**config.mk**
```make
export PLATFORM = sky130hd
export DESIGN_NAME = seq_pattern_gen_flat
export DESIGN_NICKNAME = d
export VERILOG_FILES = /design/src/rtl/seq_pkg.sv /design/src/rtl/seq_pattern_gen_if.sv /design/src/rtl/seq_down_cnt.sv /design/src/rtl/seq_pattern_gen.sv /design/src/flat_wrapper.sv
export SDC_FILE = /design/constraint.sdc
export NUM_CORES = 1
export LEC_CHECK = 0
export ABC_CLOCK_PERIOD_IN_PS = 2600
export CAP_MARGIN = 25
export CORE_ASPECT_RATIO = 1.1
export CORE_MARGIN = 2
export CORE_UTILIZATION = 45
export DETAILED_ROUTE_END_ITERATION = 8
export PLACE_DENSITY_LB_ADDON = 0.15
export SLEW_MARGIN = 20
export SYNTH_ARGS = -nofsm -noshare
export SYNTH_HDL_FRONTEND = slang
export SYNTH_SLANG_ARGS = --single-unit
```
**constraint.sdc**
```tcl
create_clock -name clk -period 2.6 [get_ports clk]
set_input_delay 0.52 -clock clk [delete_from_list [all_inputs] [get_ports clk]]
set_output_delay 0.52 -clock clk [all_outputs]
set_load 0.02 [all_outputs]
```
**src/rtl/seq_pkg.sv**
```systemverilog
// seq_pkg
// Shared definitions for the serial pattern generator: FSM state encoding,
// default pattern width and the length-normalisation helper.
package seq_pkg;

  // Default maximum pattern length in bits.
  localparam int SEQ_WIDTH = 8;

  // Binary-encoded FSM states.
  typedef enum logic [1:0] {
    S_IDLE = 2'd0,
    S_SEND = 2'd1,
    S_GAP  = 2'd2,
    S_DONE = 2'd3
  } seq_state_t;

  // A requested length of 0, or one longer than the pattern register,
  // means "send the whole register".
  function automatic int norm_len(input int len_v, input int width_v);
    if ((len_v == 0) || (len_v > width_v)) begin
      return width_v;
    end else begin
      return len_v;
    end
  endfunction

endpackage

```
**src/rtl/seq_pattern_gen_if.sv**
```systemverilog
// seq_pattern_gen_if
// Request / serial-output bundle of the pattern generator.
//   master: drives start, pattern, len, rep, gap; observes ready, busy,
//           out, out_valid, done.
//   slave : the generator side.
interface seq_pattern_gen_if #(
  parameter int WIDTH = 8,
  parameter int LEN_W = 4,
  parameter int GAP_W = 4,
  parameter int REP_W = 3
) ();

  logic             start;
  logic [WIDTH-1:0] pattern;
  logic [LEN_W-1:0] len;
  logic [REP_W-1:0] rep;
  logic [GAP_W-1:0] gap;
  logic             ready;
  logic             busy;
  logic             out;
  logic             out_valid;
  logic             done;

  modport master (
    output start, pattern, len, rep, gap,
    input  ready, busy, out, out_valid, done
  );

  modport slave (
    input  start, pattern, len, rep, gap,
    output ready, busy, out, out_valid, done
  );

endinterface

```
**src/rtl/seq_down_cnt.sv**
```systemverilog
// seq_down_cnt
// Loadable down-counter with zero flag. Decrement saturates at 0.
//   clk, CLR     : clock, synchronous active-high clear
//   load/load_val: parallel load (has priority over dec)
//   dec          : decrement by one when non-zero
//   zero         : count register equals 0
module seq_down_cnt #(
  parameter int W = 4
) (
  input  logic         clk,
  input  logic         CLR,
  input  logic         load,
  input  logic [W-1:0] load_val,
  input  logic         dec,
  output logic         zero
);

  logic [W-1:0] cnt_r;

  // Count register: clear, load, or saturating decrement.
  always_ff @(posedge clk) begin
    if (CLR) begin
      cnt_r <= '0;
    end else if (load) begin
      cnt_r <= load_val;
    end else if (dec && (cnt_r != '0)) begin
      cnt_r <= cnt_r - W'(1);
    end else begin
      cnt_r <= cnt_r;
    end
  end

  assign zero = (cnt_r == '0);

endmodule

```
**src/rtl/seq_pattern_gen.sv**
```systemverilog
// seq_pattern_gen
// Serial bit-pattern transmitter: captures a pattern on start and sends
// bits len-1..0 one per clock, repeating rep extra times with gap idle
// cycles in between.
//   clk : system clock          CLR : synchronous active-high reset
//   bus : seq_pattern_gen_if.slave (start/pattern/len/rep/gap in,
//         ready/busy/out/out_valid/done out, all outputs registered)
module seq_pattern_gen
  import seq_pkg::*;
#(
  parameter int WIDTH = SEQ_WIDTH,
  parameter int LEN_W = 4,
  parameter int GAP_W = 4,
  parameter int REP_W = 3
) (
  input logic              clk,
  input logic              CLR,
  seq_pattern_gen_if.slave bus
);

  seq_state_t       state_r, state_nxt_s;
  logic [WIDTH-1:0] shreg_r, shreg_nxt_s;  // current bit sits in the MSB
  logic [WIDTH-1:0] pat_r;                 // captured pattern, left-aligned
  logic [LEN_W-1:0] lm1_r;                 // captured L-1
  logic [GAP_W-1:0] gap_r;
  logic             ready_r, busy_r, out_r, valid_r, done_r;

  int               l_int_s;
  logic [LEN_W-1:0] l_s;
  logic [WIDTH-1:0] aligned_s;
  logic             accept_s;

  logic             bit_load_s, bit_dec_s, bit_zero_s;
  logic             rep_load_s, rep_dec_s, rep_zero_s;
  logic             gap_load_s, gap_dec_s, gap_zero_s;
  logic [LEN_W-1:0] bit_ld_val_s;

  // Normalise the requested length and left-align the pattern so bit L-1
  // is the first to leave the MSB of the shift register.
  always_comb begin
    l_int_s   = norm_len(int'(bus.len), WIDTH);
    l_s       = LEN_W'(l_int_s);
    aligned_s = bus.pattern << (WIDTH - l_int_s);
    accept_s  = (state_r == S_IDLE) && bus.start;
    if (state_r == S_IDLE) begin
      bit_ld_val_s = l_s - LEN_W'(1);
    end else begin
      bit_ld_val_s = lm1_r;
    end
  end

  seq_down_cnt #(.W(LEN_W)) u_bit_cnt (
    .clk(clk), .CLR(CLR), .load(bit_load_s), .load_val(bit_ld_val_s),
    .dec(bit_dec_s), .zero(bit_zero_s)
  );

  seq_down_cnt #(.W(REP_W)) u_rep_cnt (
    .clk(clk), .CLR(CLR), .load(rep_load_s), .load_val(bus.rep),
    .dec(rep_dec_s), .zero(rep_zero_s)
  );

  // Loaded with gap-1 so the GAP state lasts exactly gap cycles.
  seq_down_cnt #(.W(GAP_W)) u_gap_cnt (
    .clk(clk), .CLR(CLR), .load(gap_load_s), .load_val(gap_r - GAP_W'(1)),
    .dec(gap_dec_s), .zero(gap_zero_s)
  );

  // Next-state, shift-register and counter-control logic.
  always_comb begin
    state_nxt_s = state_r;
    shreg_nxt_s = shreg_r;
    bit_load_s  = 1'b0;
    bit_dec_s   = 1'b0;
    rep_load_s  = 1'b0;
    rep_dec_s   = 1'b0;
    gap_load_s  = 1'b0;
    gap_dec_s   = 1'b0;
    case (state_r)
      S_IDLE: begin
        if (bus.start) begin
          state_nxt_s = S_SEND;
          shreg_nxt_s = aligned_s;
          bit_load_s  = 1'b1;
          rep_load_s  = 1'b1;
        end else begin
          state_nxt_s = S_IDLE;
        end
      end
      S_SEND: begin
        if (!bit_zero_s) begin
          shreg_nxt_s = {shreg_r[WIDTH-2:0], 1'b0};
          bit_dec_s   = 1'b1;
        end else if (rep_zero_s) begin
          state_nxt_s = S_DONE;
        end else begin
          // Reload for the next repetition; back-to-back when gap is 0.
          rep_dec_s   = 1'b1;
          shreg_nxt_s = pat_r;
          bit_load_s  = 1'b1;
          if (gap_r != '0) begin
            state_nxt_s = S_GAP;
            gap_load_s  = 1'b1;
          end else begin
            state_nxt_s = S_SEND;
          end
        end
      end
      S_GAP: begin
        if (gap_zero_s) begin
          state_nxt_s = S_SEND;
        end else begin
          gap_dec_s = 1'b1;
        end
      end
      S_DONE: begin
        state_nxt_s = S_IDLE;
      end
      default: begin
        state_nxt_s = S_IDLE;
      end
    endcase
  end

  // State, datapath and registered outputs (outputs follow the next state
  // so they line up with the state they describe).
  always_ff @(posedge clk) begin
    if (CLR) begin
      state_r <= S_IDLE;
      shreg_r <= '0;
      pat_r   <= '0;
      lm1_r   <= '0;
      gap_r   <= '0;
      ready_r <= 1'b1;
      busy_r  <= 1'b0;
      out_r   <= 1'b0;
      valid_r <= 1'b0;
      done_r  <= 1'b0;
    end else begin
      state_r <= state_nxt_s;
      shreg_r <= shreg_nxt_s;
      if (accept_s) begin
        pat_r <= aligned_s;
        lm1_r <= l_s - LEN_W'(1);
        gap_r <= bus.gap;
      end else begin
        pat_r <= pat_r;
        lm1_r <= lm1_r;
        gap_r <= gap_r;
      end
      ready_r <= (state_nxt_s == S_IDLE);
      busy_r  <= (state_nxt_s == S_SEND) || (state_nxt_s == S_GAP);
      valid_r <= (state_nxt_s == S_SEND);
      out_r   <= (state_nxt_s == S_SEND) && shreg_nxt_s[WIDTH-1];
      done_r  <= (state_nxt_s == S_DONE);
    end
  end

  assign bus.ready     = ready_r;
  assign bus.busy      = busy_r;
  assign bus.out       = out_r;
  assign bus.out_valid = valid_r;
  assign bus.done      = done_r;

endmodule

```
**src/flat_wrapper.sv**
```systemverilog
// flat-port wrapper written by rule: the top's interface ports become plain ports
module seq_pattern_gen_flat import seq_pkg::*;
#(
  parameter int WIDTH = SEQ_WIDTH,
  parameter int LEN_W = 4,
  parameter int GAP_W = 4,
  parameter int REP_W = 3
)
  (clk, CLR, bus_start, bus_pattern, bus_len, bus_rep, bus_gap, bus_ready, bus_busy, bus_out, bus_out_valid, bus_done);
  seq_pattern_gen_if #(.WIDTH(WIDTH), .LEN_W(LEN_W), .GAP_W(GAP_W), .REP_W(REP_W)) bus_i ();
  input logic clk;
  input logic CLR;
  input wire logic [$bits(bus_i.start)-1:0] bus_start;
  input wire logic [$bits(bus_i.pattern)-1:0] bus_pattern;
  input wire logic [$bits(bus_i.len)-1:0] bus_len;
  input wire logic [$bits(bus_i.rep)-1:0] bus_rep;
  input wire logic [$bits(bus_i.gap)-1:0] bus_gap;
  output wire logic [$bits(bus_i.ready)-1:0] bus_ready;
  output wire logic [$bits(bus_i.busy)-1:0] bus_busy;
  output wire logic [$bits(bus_i.out)-1:0] bus_out;
  output wire logic [$bits(bus_i.out_valid)-1:0] bus_out_valid;
  output wire logic [$bits(bus_i.done)-1:0] bus_done;
  assign bus_i.start = bus_start;
  assign bus_i.pattern = bus_pattern;
  assign bus_i.len = bus_len;
  assign bus_i.rep = bus_rep;
  assign bus_i.gap = bus_gap;
  assign bus_ready = bus_i.ready;
  assign bus_busy = bus_i.busy;
  assign bus_out = bus_i.out;
  assign bus_out_valid = bus_i.out_valid;
  assign bus_done = bus_i.done;
  seq_pattern_gen #(.WIDTH(WIDTH), .LEN_W(LEN_W), .GAP_W(GAP_W), .REP_W(REP_W)) u_core (.clk(clk), .CLR(CLR), .bus(bus_i));
endmodule
```
==> results.py <==
metrics = {
    "placement": {
        "portBuffers": 26,
        "dp_slack_ns": -0.0764,
        "placed_cells": 374,
        "place_hpwl_um": 4050,
        "postPlaceCellArea_um2": 2770,
        "gp_congestion": 0.799,
    },
    "final_layout": {
        "diodes": 0,
        "fillCellCount": 478,
        "ff_latch_area_um2": 841,
        "instances_no_fill": 382,
        "drive_gt1_share_pct": 13.9,
        "finish.utilization_pct": 57.3,
        "fin_nets": 353,
        "multi_input_area_um2": 1380,
        "postLayoutCellArea_um2": 2870,
        "area.growth.synth_to_final_pct": 22.4,
    },
    "clock_tree": {
        "worstSkewPairLatency_ns": 0.30,
        "cts_hold_buf": 0,
        "cts_buffer_depth": 2,
        "clkSinkCount": 42,
        "post_cts_buffers": 0,
        "tritoncts": "done",
        "htreeDepth": 2,
        "cts_buffers": 5,
        "clk_root_buffer_cell": "clkbuf_8",
        "cts_resized": 0,
        "cts.clk_slew.worst_paths_ns": 0.08,
    },
    "synthesis": {
        "syn_area_um2": 2340,
        "ys_top_cells_by_area": "dfxtp_1, nand2_1, a21oi_1",
        "ys_warn_count": 0,
        "synthCells": 285,
        "syn_avg_cell_area_um2": 8.21,
        "yosysSeqAreaShare_pct": 35.9,
        "synth_area_leader_cell": "dfxtp_1",
        "yosys.area.top_type_share_pct": 35.9,
        "syn_nets": 315,
        "synthArstFlopShare_pct": 0,
        "yosys_register_bits": 42,
        "synth.most_common_cell": "dfxtp_1",
        "synthFlopType": "dfxtp_1",
        "ys_types": 52,
        "synth_edf_count": 0,
        "synthTopCellsByCount": "dfxtp_1, nand2_1, a21oi_1",
    },
    "floorplanning": {
        "dieWidth_um": 72.8,
        "die-area_um2": 5800,
        "num_io_pins": 27,
        "num_rows": 27,
        "die_y_um": 79.6,
        "coreArea_um2": 5000,
        "initial_core_util_pct": 46.8,
    },
    "power": {
        "p_clk_share_pct": 22.4,
        "p_int_w": 0.00128,
        "power.share.sequential_pct": 40.1,
        "ir_drop_mv": 0.266,
        "swShare_pct": 35.1,
        "powerDensity_nw_per_um2": 686,
        "switchingPower_w": 0.000689,
        "p_comb_share_pct": 37.5,
        "cellLeakagePower_nw": 1.12,
    },
    "critical_path": {
        "cp_num_buf_inv": 3,
        "criticalPathCategory": "input port to flip-flop",
        "crit_path_max_incr_delay_ns": 0.52,
        "crit_slowest_cell": "mux4_2",
        "rrSetupSlack_ns": 0.47,
        "worstPathMaxFanout": 3,
        "worst_setup_path_end_kind": "flip-flop",
        "path_cells": "clkdlybuf4s50_1, nor2b_1, inv_1, ha_1, inv_1, mux4_2, nand3_1, a21o_1, a21boi_0",
        "required_ns": 2.77,
        "crit_family": "buffers and inverters",
        "cp_common_cell": "inv_1",
        "startpoint_type": "input port",
        "arrival_ns": 2.52,
    },
    "drt": {
        "drtIter0Drc": 113,
        "ant_nets": 0,
        "wl_met3_um": 232,
        "wl_met1_um": 2630,
        "wirelength_um": 5590,
        "firstDrtPassIters": 5,
        "via_per_inst": 5.66,
        "top_layer": "met4",
        "drcViolationCount": 0,
        "dr_wl_met2_um": 2620,
        "detailroute.via_count": 2162,
        "wl_per_cell_um": 14.6,
    },
    "sta": {
        "setup_viol_count_final": 0,
        "fin_ws_ns": 0.251,
        "period_minus_slack_ns": 2.35,
        "worst_pin_slew_ns": 0.507,
        "fin_skew_ns": 0.00327,
        "max_freq_mhz": 426,
        "fin_crit_sh_pct": 90.3,
        "timing.hold.ws_ns": 0.460,
        "grt_setup_unrepaired": "false",
        "slew_violations": 0,
        "max_slew_margin_pct": 65.9,
        "finalHoldViolations": 0,
    },
    "job": {
        "maxCapViolations": 0,
    },
    "global_routing": {
        "antenna_found_initial": 0,
        "grt_util_all_layers_pct": 21.1,
        "grt_first_pass_wirelength_um": 9540,
        "grt_start_max_net_pins": 30,
        "overflow": 0,
        "first_global_vias": 2036,
    },
    "run_status": {
        "status": "finished, final reports clean",
    },
    "hold_path": {
        "hold_path_class": "flip-flop to flip-flop",
    },
}
==> through the flow <==
| stage | total power, W | setup TNS, ns |
|---|---|---|
| detailed placement | 0.00153 | -0.246 |
| finish | 0.00197 | 0 |
| global route | 0.00209 | 0 |
| CTS | 0.00197 | 0 |
| floorplan | 0.00128 | 0 |
| global placement | 0.00153 | 0 |
==> worst paths after layout <==
kind | start | end | cells past startpoint
setup / recovery | bus_len[0] | u_core.shreg_r[7] | 9
hold / removal | u_core.pat_r[3] | u_core.pat_r[3] | 2
setup reg to reg | u_core.u_bit_cnt.cnt_r[0] | u_core.u_gap_cnt.cnt_r[2] | 9
hold reg to reg | u_core.pat_r[3] | u_core.pat_r[3] | 2
==> area by class of cell <==
cell class / instances / share of cell area (%)
clock inverters: 1 / 0.175
multi-input cells: 214 / 48.1
clock buffers: 7 / 3.01
well taps: 58 / 2.53
inverters: 12 / 1.57
repair buffers: 48 / 15.3
flip-flops and latches: 42 / 29.3
==> cells by family (layout without fill, tap and decap cells) <==
logic type / after synthesis / in the layout / share of synthesized area, %
flops: 42 / 42 / 35.9
xor+xnor: 6 / 6 / 2.57
buf+inv: 29 / 68 / 5.45
simple gates: 111 / 111 / 23.7
mux: 11 / 11 / 6.36
fa+ha+maj: 8 / 8 / 4.28
compound gates: 78 / 78 / 21.8
==> power groups by stage <==
stage | Combinational, W | Sequential [W] | Clock [W]
CTS | 0.000734 | 0.000786 | 0.000449
detailed placement | 0.000729 | 0.000801 | 0
finish | 0.000737 | 0.000787 | 0.000441
global placement | 0.000727 | 0.000800 | 0
floorplan | 0.000487 | 0.000796 | 0
global route | 0.000816 | 0.000798 | 0.000480
==> flip-flops by register name (all words and copies together), names as in the netlist <==
name and flops:
u_core.u_gap_cnt.cnt_r 4, u_core.bus.busy 1, u_core.pat_r 8, u_core.lm1_r 4, u_core.bus.out 1, u_core.bus.out_valid 1, u_core.u_bit_cnt.cnt_r 4, u_core.bus.ready 1
u_core.u_rep_cnt.cnt_r 3, u_core.gap_r 4, u_core.shreg_r 8, u_core.bus.done 1, u_core.state_r 2
==> tightest hold or removal path: stages (launching register included) <==
cell and delay [ns]:
dfxtp_1 0.31, nand2_1 0.05, a21oi_1 0.06
==> layout by cell type (no fill, tap or decap), types with 3 or more instances in the layout <==
cell type / count
or3_1: 8
clkbuf_8: 6
a21o_1: 3
nor2_1: 22
dfxtp_1: 42
ha_1: 8
o211ai_1: 9
a31oi_1: 9
nand3_1: 7
mux2i_1: 7
xnor2_1: 3
nor2b_1: 7
o21ai_0: 13
nor4_1: 4
nand2b_1: 6
nor3_1: 8
buf_4: 21
clkdlybuf4s50_1: 26
inv_1: 12
nand2_1: 36
mux4_2: 3
a21oi_1: 25
==> metal layers <==
metal | vias to the layer above | global-route usage [%]
met2 | 52 | 33.5
met4 | 0 | 8.70
met1 | 1002 | 27.5
met5 | - | 0
met3 | 13 | 4.42
li1 | 1095 | -
Power figures use the tool's default switching activity.
